### src/rtl/cpu_seq_pkg.sv
// Shared types and instruction-field constants for the fetch/execute sequencer.
package cpu_seq_pkg;

    localparam int unsigned INSTR_W = 16;

    // Sequencer states; strobes are decoded one-hot from these.
    typedef enum logic [1:0] {
        ST_IDLE  = 2'd0,
        ST_FETCH = 2'd1,
        ST_EXEC1 = 2'd2,
        ST_EXEC2 = 2'd3
    } seq_state_e;

    // Instruction register field positions.
    localparam int unsigned CODE_HI = 15;
    localparam int unsigned CODE_LO = 14;
    localparam int unsigned CIN_HI  = 13;
    localparam int unsigned CIN_LO  = 12;
    localparam int unsigned COND_HI = 11;
    localparam int unsigned COND_LO = 8;
    localparam int unsigned CW_BIT  = 7;
    localparam int unsigned OP_HI   = 6;
    localparam int unsigned OP_LO   = 4;

    localparam logic [1:0] CODE_ARM = 2'b11;

    // ARM-class instructions complete in EXEC1 and skip EXEC2.
    function automatic logic is_arm(input logic [INSTR_W-1:0] instr);
        return instr[CODE_HI:CODE_LO] == CODE_ARM;
    endfunction

endpackage

### src/rtl/status_flags.sv
// CARRY and SKIP status flops.
// Ports: clk/reset (sync, active-high); carry_i/carry_en_i load CARRY;
//        skip_i/skip_en_i load SKIP; skip_clr_i clears SKIP once the
//        skipped word has been consumed; carry_o/skip_o are the flop outputs.
module status_flags (
    input  logic clk,
    input  logic reset,
    input  logic carry_i,
    input  logic carry_en_i,
    input  logic skip_i,
    input  logic skip_en_i,
    input  logic skip_clr_i,
    output logic carry_o,
    output logic skip_o
);

    logic carry_q, carry_d;
    logic skip_q,  skip_d;

    // Enable-load; an explicit load wins over clear (never both in one state).
    always_comb begin
        carry_d = carry_q;
        skip_d  = skip_q;
        if (carry_en_i) carry_d = carry_i;
        if (skip_en_i)       skip_d = skip_i;
        else if (skip_clr_i) skip_d = 1'b0;
    end

    always_ff @(posedge clk) begin
        if (reset) begin
            carry_q <= 1'b0;
            skip_q  <= 1'b0;
        end else begin
            carry_q <= carry_d;
            skip_q  <= skip_d;
        end
    end

    assign carry_o = carry_q;
    assign skip_o  = skip_q;

endmodule

### src/rtl/instr_sequencer.sv
// Fetch/execute controller for the 16-bit CPU: owns PC, IR, the status
// flags and the one-hot fetch/exec1/exec2 timing strobes.
// Ports: clk, reset (sync, active-high), run; memdata/memaddr program memory;
//        ir; fetch/exec1/exec2/halted strobes; alu_carry/alu_carryen,
//        alu_skip/alu_skipen flag updates; pc_load/pc_target jumps;
//        carrystatus/skipstatus flag outputs.
module instr_sequencer
    import cpu_seq_pkg::*;
#(
    parameter int unsigned ADDR_W   = 16,
    parameter int unsigned RESET_PC = 0
) (
    input  logic               clk,
    input  logic               reset,
    input  logic               run,
    input  logic [INSTR_W-1:0] memdata,
    output logic [ADDR_W-1:0]  memaddr,
    output logic [INSTR_W-1:0] ir,
    output logic               fetch,
    output logic               exec1,
    output logic               exec2,
    output logic               halted,
    input  logic               alu_carry,
    input  logic               alu_carryen,
    input  logic               alu_skip,
    input  logic               alu_skipen,
    input  logic               pc_load,
    input  logic [ADDR_W-1:0]  pc_target,
    output logic               carrystatus,
    output logic               skipstatus
);

    seq_state_e         state_q, state_d;
    logic [ADDR_W-1:0]  pc_q, pc_d;
    logic [INSTR_W-1:0] ir_q, ir_d;
    logic               fetch_q, exec1_q, exec2_q, halted_q;
    logic               carry_en, skip_en, skip_clr;
    logic               skip_flag;

    // Next-state, PC/IR update and flag-enable decode.
    always_comb begin
        state_d  = state_q;
        pc_d     = pc_q;
        ir_d     = ir_q;
        carry_en = 1'b0;
        skip_en  = 1'b0;
        skip_clr = 1'b0;
        unique case (state_q)
            ST_IDLE: begin
                if (run) state_d = ST_FETCH;
            end
            ST_FETCH: begin
                pc_d = pc_q + ADDR_W'(1);
                if (skip_flag) begin
                    // Discard this word: IR holds, instruction never executes.
                    skip_clr = 1'b1;
                    state_d  = run ? ST_FETCH : ST_IDLE;
                end else begin
                    ir_d    = memdata;
                    state_d = ST_EXEC1;
                end
            end
            ST_EXEC1: begin
                carry_en = alu_carryen;
                skip_en  = alu_skipen;
                if (pc_load) pc_d = pc_target;
                if (is_arm(ir_q)) state_d = run ? ST_FETCH : ST_IDLE;
                else              state_d = ST_EXEC2;
            end
            ST_EXEC2: begin
                if (pc_load) pc_d = pc_target;
                state_d = run ? ST_FETCH : ST_IDLE;
            end
            default: state_d = ST_IDLE;
        endcase
    end

    // State, PC, IR and strobes registered from the next state so outputs are glitch-free.
    always_ff @(posedge clk) begin
        if (reset) begin
            state_q  <= ST_IDLE;
            pc_q     <= ADDR_W'(RESET_PC);
            ir_q     <= '0;
            fetch_q  <= 1'b0;
            exec1_q  <= 1'b0;
            exec2_q  <= 1'b0;
            halted_q <= 1'b1;
        end else begin
            state_q  <= state_d;
            pc_q     <= pc_d;
            ir_q     <= ir_d;
            fetch_q  <= (state_d == ST_FETCH);
            exec1_q  <= (state_d == ST_EXEC1);
            exec2_q  <= (state_d == ST_EXEC2);
            halted_q <= (state_d == ST_IDLE);
        end
    end

    status_flags u_flags (
        .clk        (clk),
        .reset      (reset),
        .carry_i    (alu_carry),
        .carry_en_i (carry_en),
        .skip_i     (alu_skip),
        .skip_en_i  (skip_en),
        .skip_clr_i (skip_clr),
        .carry_o    (carrystatus),
        .skip_o     (skip_flag)
    );

    assign memaddr    = pc_q;
    assign ir         = ir_q;
    assign fetch      = fetch_q;
    assign exec1      = exec1_q;
    assign exec2      = exec2_q;
    assign halted     = halted_q;
    assign skipstatus = skip_flag;

endmodule
### config.mk
export PLATFORM = sky130hd
export DESIGN_NAME = instr_sequencer
export DESIGN_NICKNAME = d
export VERILOG_FILES = /design/src/rtl/cpu_seq_pkg.sv /design/src/rtl/status_flags.sv /design/src/rtl/instr_sequencer.sv
export SDC_FILE = /design/constraint.sdc
export NUM_CORES = 1
export LEC_CHECK = 0
export CAP_MARGIN = 40
export CORE_AREA = 2 2 69 71
export DETAILED_ROUTE_END_ITERATION = 8
export DIE_AREA = 0 0 71 73
export GPL_TIMING_DRIVEN = 0
export PLACE_DENSITY = 0.77
export SLEW_MARGIN = 15
export SYNTH_ARGS = -nofsm -noshare
export SYNTH_HDL_FRONTEND = slang
export SYNTH_SLANG_ARGS = --single-unit
export TNS_END_PERCENT = 1
### constraint.sdc
create_clock -name clk -period 2.19 [get_ports clk]
set_clock_uncertainty 0.15 [all_clocks]
set_input_delay 0.219 -clock clk [delete_from_list [all_inputs] [get_ports clk]]
set_output_delay 0.219 -clock clk [all_outputs]
set_load 0.03 [all_outputs]
==> results of run 1 <==
==> state kept, by name, indices dropped and copies added, names as in the netlist <==
signal           count
halted               1
ir                  16
state_q              2
u_flags.skip_o       1
fetch                1
exec2                1
u_flags.carry_o      1
memaddr             16
exec1                1
==> report_power, final <==
part / internal [mW] / switching (mW)
Sequential: 0.777 / 0.0435
Combinational: 0.202 / 0.252
Clock: 0.337 / 0.272
==> worst max-delay path: stages (launching register included) <==
cell and delay (ns):
dfxtp_1 0.44, ha_1 0.24, nand4_1 0.21, nor4_1 0.43, nand4_1 0.15, o311a_1 0.16
==> synth_stat cells, types with 2 or more instances <==
master	number
nand2_1	60
dfxtp_1	40
a21oi_1	26
nor2_1	13
nand3_1	11
nor3_1	7
a211oi_1	6
o21ai_0	6
a31oi_1	5
clkbuf_1	5
mux2i_1	5
nand4_1	5
buf_2	4
and3_1	3
o311a_1	3
a2111oi_0	2
a31o_2	2
buf_1	2
inv_1	2
nor4_1	2
==> metrics by stage <==
stage	area, um^2	instances	total power [mW]
6_report	2740	368	1.88
5_1_grt	2740	368	1.98
4_1_cts	2740	368	1.90
3_5_place_dp	2630	360	1.29
3_3_place_gp	2630	360	1.28
2_1_floorplan	1790	229	1.07
==> logic make-up after synthesis <==
logic type / Yosys count / share of synthesized area
simple gates: 114 / 0.295
compound gates: 55 / 0.191
flops: 40 / 0.446
buf+inv: 14 / 0.0328
mux: 5 / 0.0279
fa+ha+maj: 1 / 0.00697
==> worst paths after layout <==
kind | start | end | slack [ns] | depth (start not counted)
setup / recovery | memaddr[0]$_SDFFE_PP0P_ | memaddr[14]$_SDFFE_PP0P_ | 0.30 | 5
hold / removal | ir[5]$_SDFFE_PP0P_ | ir[5]$_SDFFE_PP0P_ | 0.31 | 2
setup reg to reg | memaddr[0]$_SDFFE_PP0P_ | memaddr[14]$_SDFFE_PP0P_ | 0.30 | 5
hold reg to reg | ir[5]$_SDFFE_PP0P_ | ir[5]$_SDFFE_PP0P_ | 0.31 | 2
==> routing by layer <==
metal  global-route usage  vias up  routed length, um
met2                0.355       99               2360
met3               0.0801        9                615
met4               0.0503        0                 60
met1                0.262      893               2180
met5                    0        -                  0
li1                     -      986                  -
==> layout make-up <==
class / instances / area (um^2) / area share
buffer: 12 / 51.3 / 0.0187
clock buffer: 5 / 68.8 / 0.0251
clock inverter: 3 / 42.5 / 0.0155
inverter: 2 / 7.51 / 0.00274
multi-input combinational: 175 / 935 / 0.341
sequential: 40 / 801 / 0.292
tap: 54 / 67.6 / 0.0246
timing repair buffer: 77 / 771 / 0.281
==> results.md, run 1 <==
* Post-cts resize count at 0
* Post-synth EDFFs at 0
* FILL cells at 416
* DR DRC count at 0
* Clock Path Buffers at 2
* Initial Utilization at 0.396
* Ports at 78
* Clock latency on the worst-skew pair at a little under 0.3 ns
* Power density cells at 686 mW/mm^2
* WP data arrival at roughly 1.9 ns
* Setup Fix Bufs, Post-CTS at 0
* Synth warnings at 0
* Htree depth at 2
* Fin crit share at 0.864
* CP max FO at 7
* Rows at 25
* Core ar. at 0.00454 mm^2
* Die area at 0.00518 mm^2
* CP Class: register to register
* Most frequent cells in the layout: clkdlybuf4s50_1 (77), nand2_1 (60), dfxtp_1 (40), a21oi_1 (26), nor2_1 (13)
* Peak supply drop at 427 uV
* Synth Net Count at 270
* Place WS at between 0.2 and 0.25 ns
* CP Capture Type: register
* Worst EP required at 2.22 ns
* Final hold violations at 0
* CTS clock-pin slew for the worst setup and hold paths at roughly 0.080 ns
* Via count at 1987
* Ratio of cells with drive above 1 in the final layout at 0.0637
* Total negative slack at 0 ns
* Starting DRT DRC Count at 253
* Antenna violations before repair at 0
* Synthesized area per cell at 7.84 um^2
* Largest net degree at the start of global routing at 14
* Antenna cells at 0
* GP Congestion at about 0.88
* Min-Delay Path Class: register to register
* Minimum clock period at approximately 1.9 ns
* Vias in the first global route at 1881
* Input/output buffers at just under 80
* CTS tree: built
* Via density at 5.40
* Wire per inst at 14.2 um
* DR pass1 iterations at 4
* Detail Route Antenna Nets at 0
* Wire length of the first global-routing pass at 8890 um
* Max-slew violation count at 0
* Die Wd at 71 um
* Nets at 354
* Library cells used by synthesis at 40
* Main area contributors after synthesis: dfxtp_1 (45%), nand2_1 (13%), a21oi_1 (7.3%)
* Syn Inst Count at 229
* Area Growth Syn to Fin at 52.9%
* GRT overflow at 0
* Max_cap viols at 0
* Outcome: finished clean
* Clock root buffer: clkbuf_8
* Commonest non-fill, non-tap cell in the layout: clkdlybuf4s50_1
* Async SR Flop Fraction at 0
* Cell accounting for the most synthesized area: dfxtp_1
* Max Clk Rate at 529 MHz
* Hold_buf cts at 0
* Setup crit start kind: register
* Worst-margin pin slew at 0.527 ns
* Total CTS buffers at 5
* Cell Area, Synth at approximately 0.0018 mm^2
* PnR worst setup slack at a little under 0.3 ns
* Die height at 73 um
* Synth top area share at 0.446
* Total GRT Usage at 0.213
* Worst hold slack at 0.305 ns
* Register bit total from synthesis at 40
* Main synth FF type: dfxtp_1
* Slew headroom at 0.649
* Final wirelength at 5220 um
* Post-DP HPWL at 3780 um
* Clk sink count at 40
* Setup-failing EPs final at 0
* RSZ-0062 raised after global routing: no
* Sequential share of the synthesized area at 0.446
* Util after Layout at 0.605
* Static Leakage at 0.968 nW
Note: power is estimated with default switching activity, not from simulation.
==> inputs of run 2 (changes only) <==
- PLACE_DENSITY: 0.77 -> 0.78
==> results.md, run 2 (synthesis gave the netlist of run 1 again) <==
* Die Wd at 71 um
* Setup crit start kind: register
* DR DRC count at 0
* FILL cells at 423
* CP Cell Sequence: clkdlybuf4s50_1
* Slew headroom at 0.616
* Peak supply drop at 408 uV
* Total CTS buffers at 5
* Rows at 25
* Vias in the first global route at 1953
* Core ar. at 0.00454 mm^2
* Worst path bufs/invs at 1
* Via count at 2025
* Final hold violations at 0
* Worst-margin pin slew at a little under 0.6 ns
* Post-cts resize count at 0
* CTS tree: built
* Final wirelength at 5300 um
* Hold path start: ir[5]$_SDFFE_PP0P_
* Clk sink count at 40
* R2r setup slk at 0.33 ns
* Hold path endpoint: ir[5]$_SDFFE_PP0P_
* CP Class: register to primary output
* R2r worst-path depth at 6
* Max-slew violation count at 0
* Commonest non-fill, non-tap cell in the layout: clkdlybuf4s50_1
* Via density at around 5.5
* Most frequent cells in the layout: clkdlybuf4s50_1 (77), nand2_1 (60), dfxtp_1 (40), a21oi_1 (26), nor2_1 (13)
* Total negative slack at 0 ns
* DR pass1 iterations at 6
* Clock latency on the worst-skew pair at slightly below 0.3 ns
* RR Endpoint: ir[13]$_SDFFE_PP0P_
* Max Clk Rate at 533 MHz
* CTS clock-pin slew for the worst setup and hold paths at around 0.080 ns
* CP max FO at 9
* Total GRT Usage at 0.211
* Wire length of the first global-routing pass at ~8900 um
* Nets at 354
* Crit-path slowest cell: clkdlybuf4s50_1
* Clock root buffer: clkbuf_8
* CP Capture Type: primary output
* Setup-failing EPs final at 0
* Overall power at 1.79 mW
* Worst EP required at 1.82 ns
* Die height at ~73 um
* Max_cap viols at 0
* Outcome: finished clean
* Register Area at approximately 800 um^2
* Fin crit share at 0.857
* Largest net degree at the start of global routing at 13
* GP Congestion at 0.814
* Cells on Worst Hold Path at 2
* Minimum clock period at approximately 1.9 ns
* Worst path top cell family by delay: buffers and inverters
* Setup Fix Bufs, Post-CTS at 0
* Largest stage delay on the critical path at around 0.73 ns
* Post-DP HPWL at 3890 um
* Detail Route Antenna Nets at 0
* Initial Utilization at 0.396
* Ratio of cells with drive above 1 in the final layout at 0.0637
* Wire per inst at 14.4 um
* Area Growth Syn to Fin at 51.9%
* Min-Delay Path Class: register to register
* Antenna cells at 0
* Power density cells at 657 mW/mm^2
* Input/output buffers at 77
* WP data arrival at 1.51 ns
* Clock Path Buffers at 2
* Die area at 0.00518 mm^2
* GRT overflow at 0
* Worst reg2reg startpoint: state_q[1]$_SDFF_PP0_
* Antenna violations before repair at 0
* Multi-input gate area at just over 900 um^2
* Ports at 78
* Starting DRT DRC Count at 282
* Static Leakage at 0.965 nW
* Htree depth at 2
* Hold_buf cts at 0
* RSZ-0062 raised after global routing: no
run 2: power breakdown:
| part | switching (mW) | internal (mW) |
|---|---|---|
| Sequential | 0.0435 | 0.777 |
| Clock | 0.264 | 0.252 |
| Combinational | 0.252 | 0.202 |
run 2: worst max path at each step:
stage | cells after the start | to | startpoint
6_report | 1 | memaddr[3] | memaddr[3]$_SDFFE_PP0P_
5_1_grt | 6 | ir[13]$_SDFFE_PP0P_ | state_q[1]$_SDFF_PP0_
4_1_cts | 6 | ir[8]$_SDFFE_PP0P_ | state_q[1]$_SDFF_PP0_
3_5_place_dp | 4 | exec2$_SDFF_PP0_ | reset
3_3_place_gp | 4 | u_flags.skip_o$_SDFFE_PP0P_ | reset
2_1_floorplan | 4 | memaddr[15]$_SDFFE_PP0P_ | memaddr[3]$_SDFFE_PP0P_
run 2: per-stage QoR:
step	utilization	hold slack [ns]	setup slack (ns)	std cells	area, um^2
floorplan	-	0.171	0.338	229	1790
global placement	0.580	0.291	0.193	360	2630
detailed placement	0.580	0.296	0.171	360	2630
CTS	0.601	0.307	0.297	368	2730
global route	0.601	0.322	0.163	368	2730
finish	0.601	0.306	0.313	368	2730
run 2: layout make-up:
| type | count | area share |
|---|---|---|
| tap | 54 | 0.0248 |
| buffer | 12 | 0.0188 |
| sequential | 40 | 0.294 |
| inverter | 2 | 0.00275 |
| clock inverter | 2 | 0.00367 |
| clock buffer | 6 | 0.0303 |
| multi-input combinational | 175 | 0.343 |
| timing repair buffer | 77 | 0.283 |
run 2: routing by layer:
metal | wire (um) | up-vias | global-route usage
met5 | 0 | - | 0
met4 | 69 | 0 | 0.0587
met3 | 550 | 12 | 0.0746
met2 | 2410 | 102 | 0.354
met1 | 2260 | 930 | 0.258
li1 | - | 981 | -
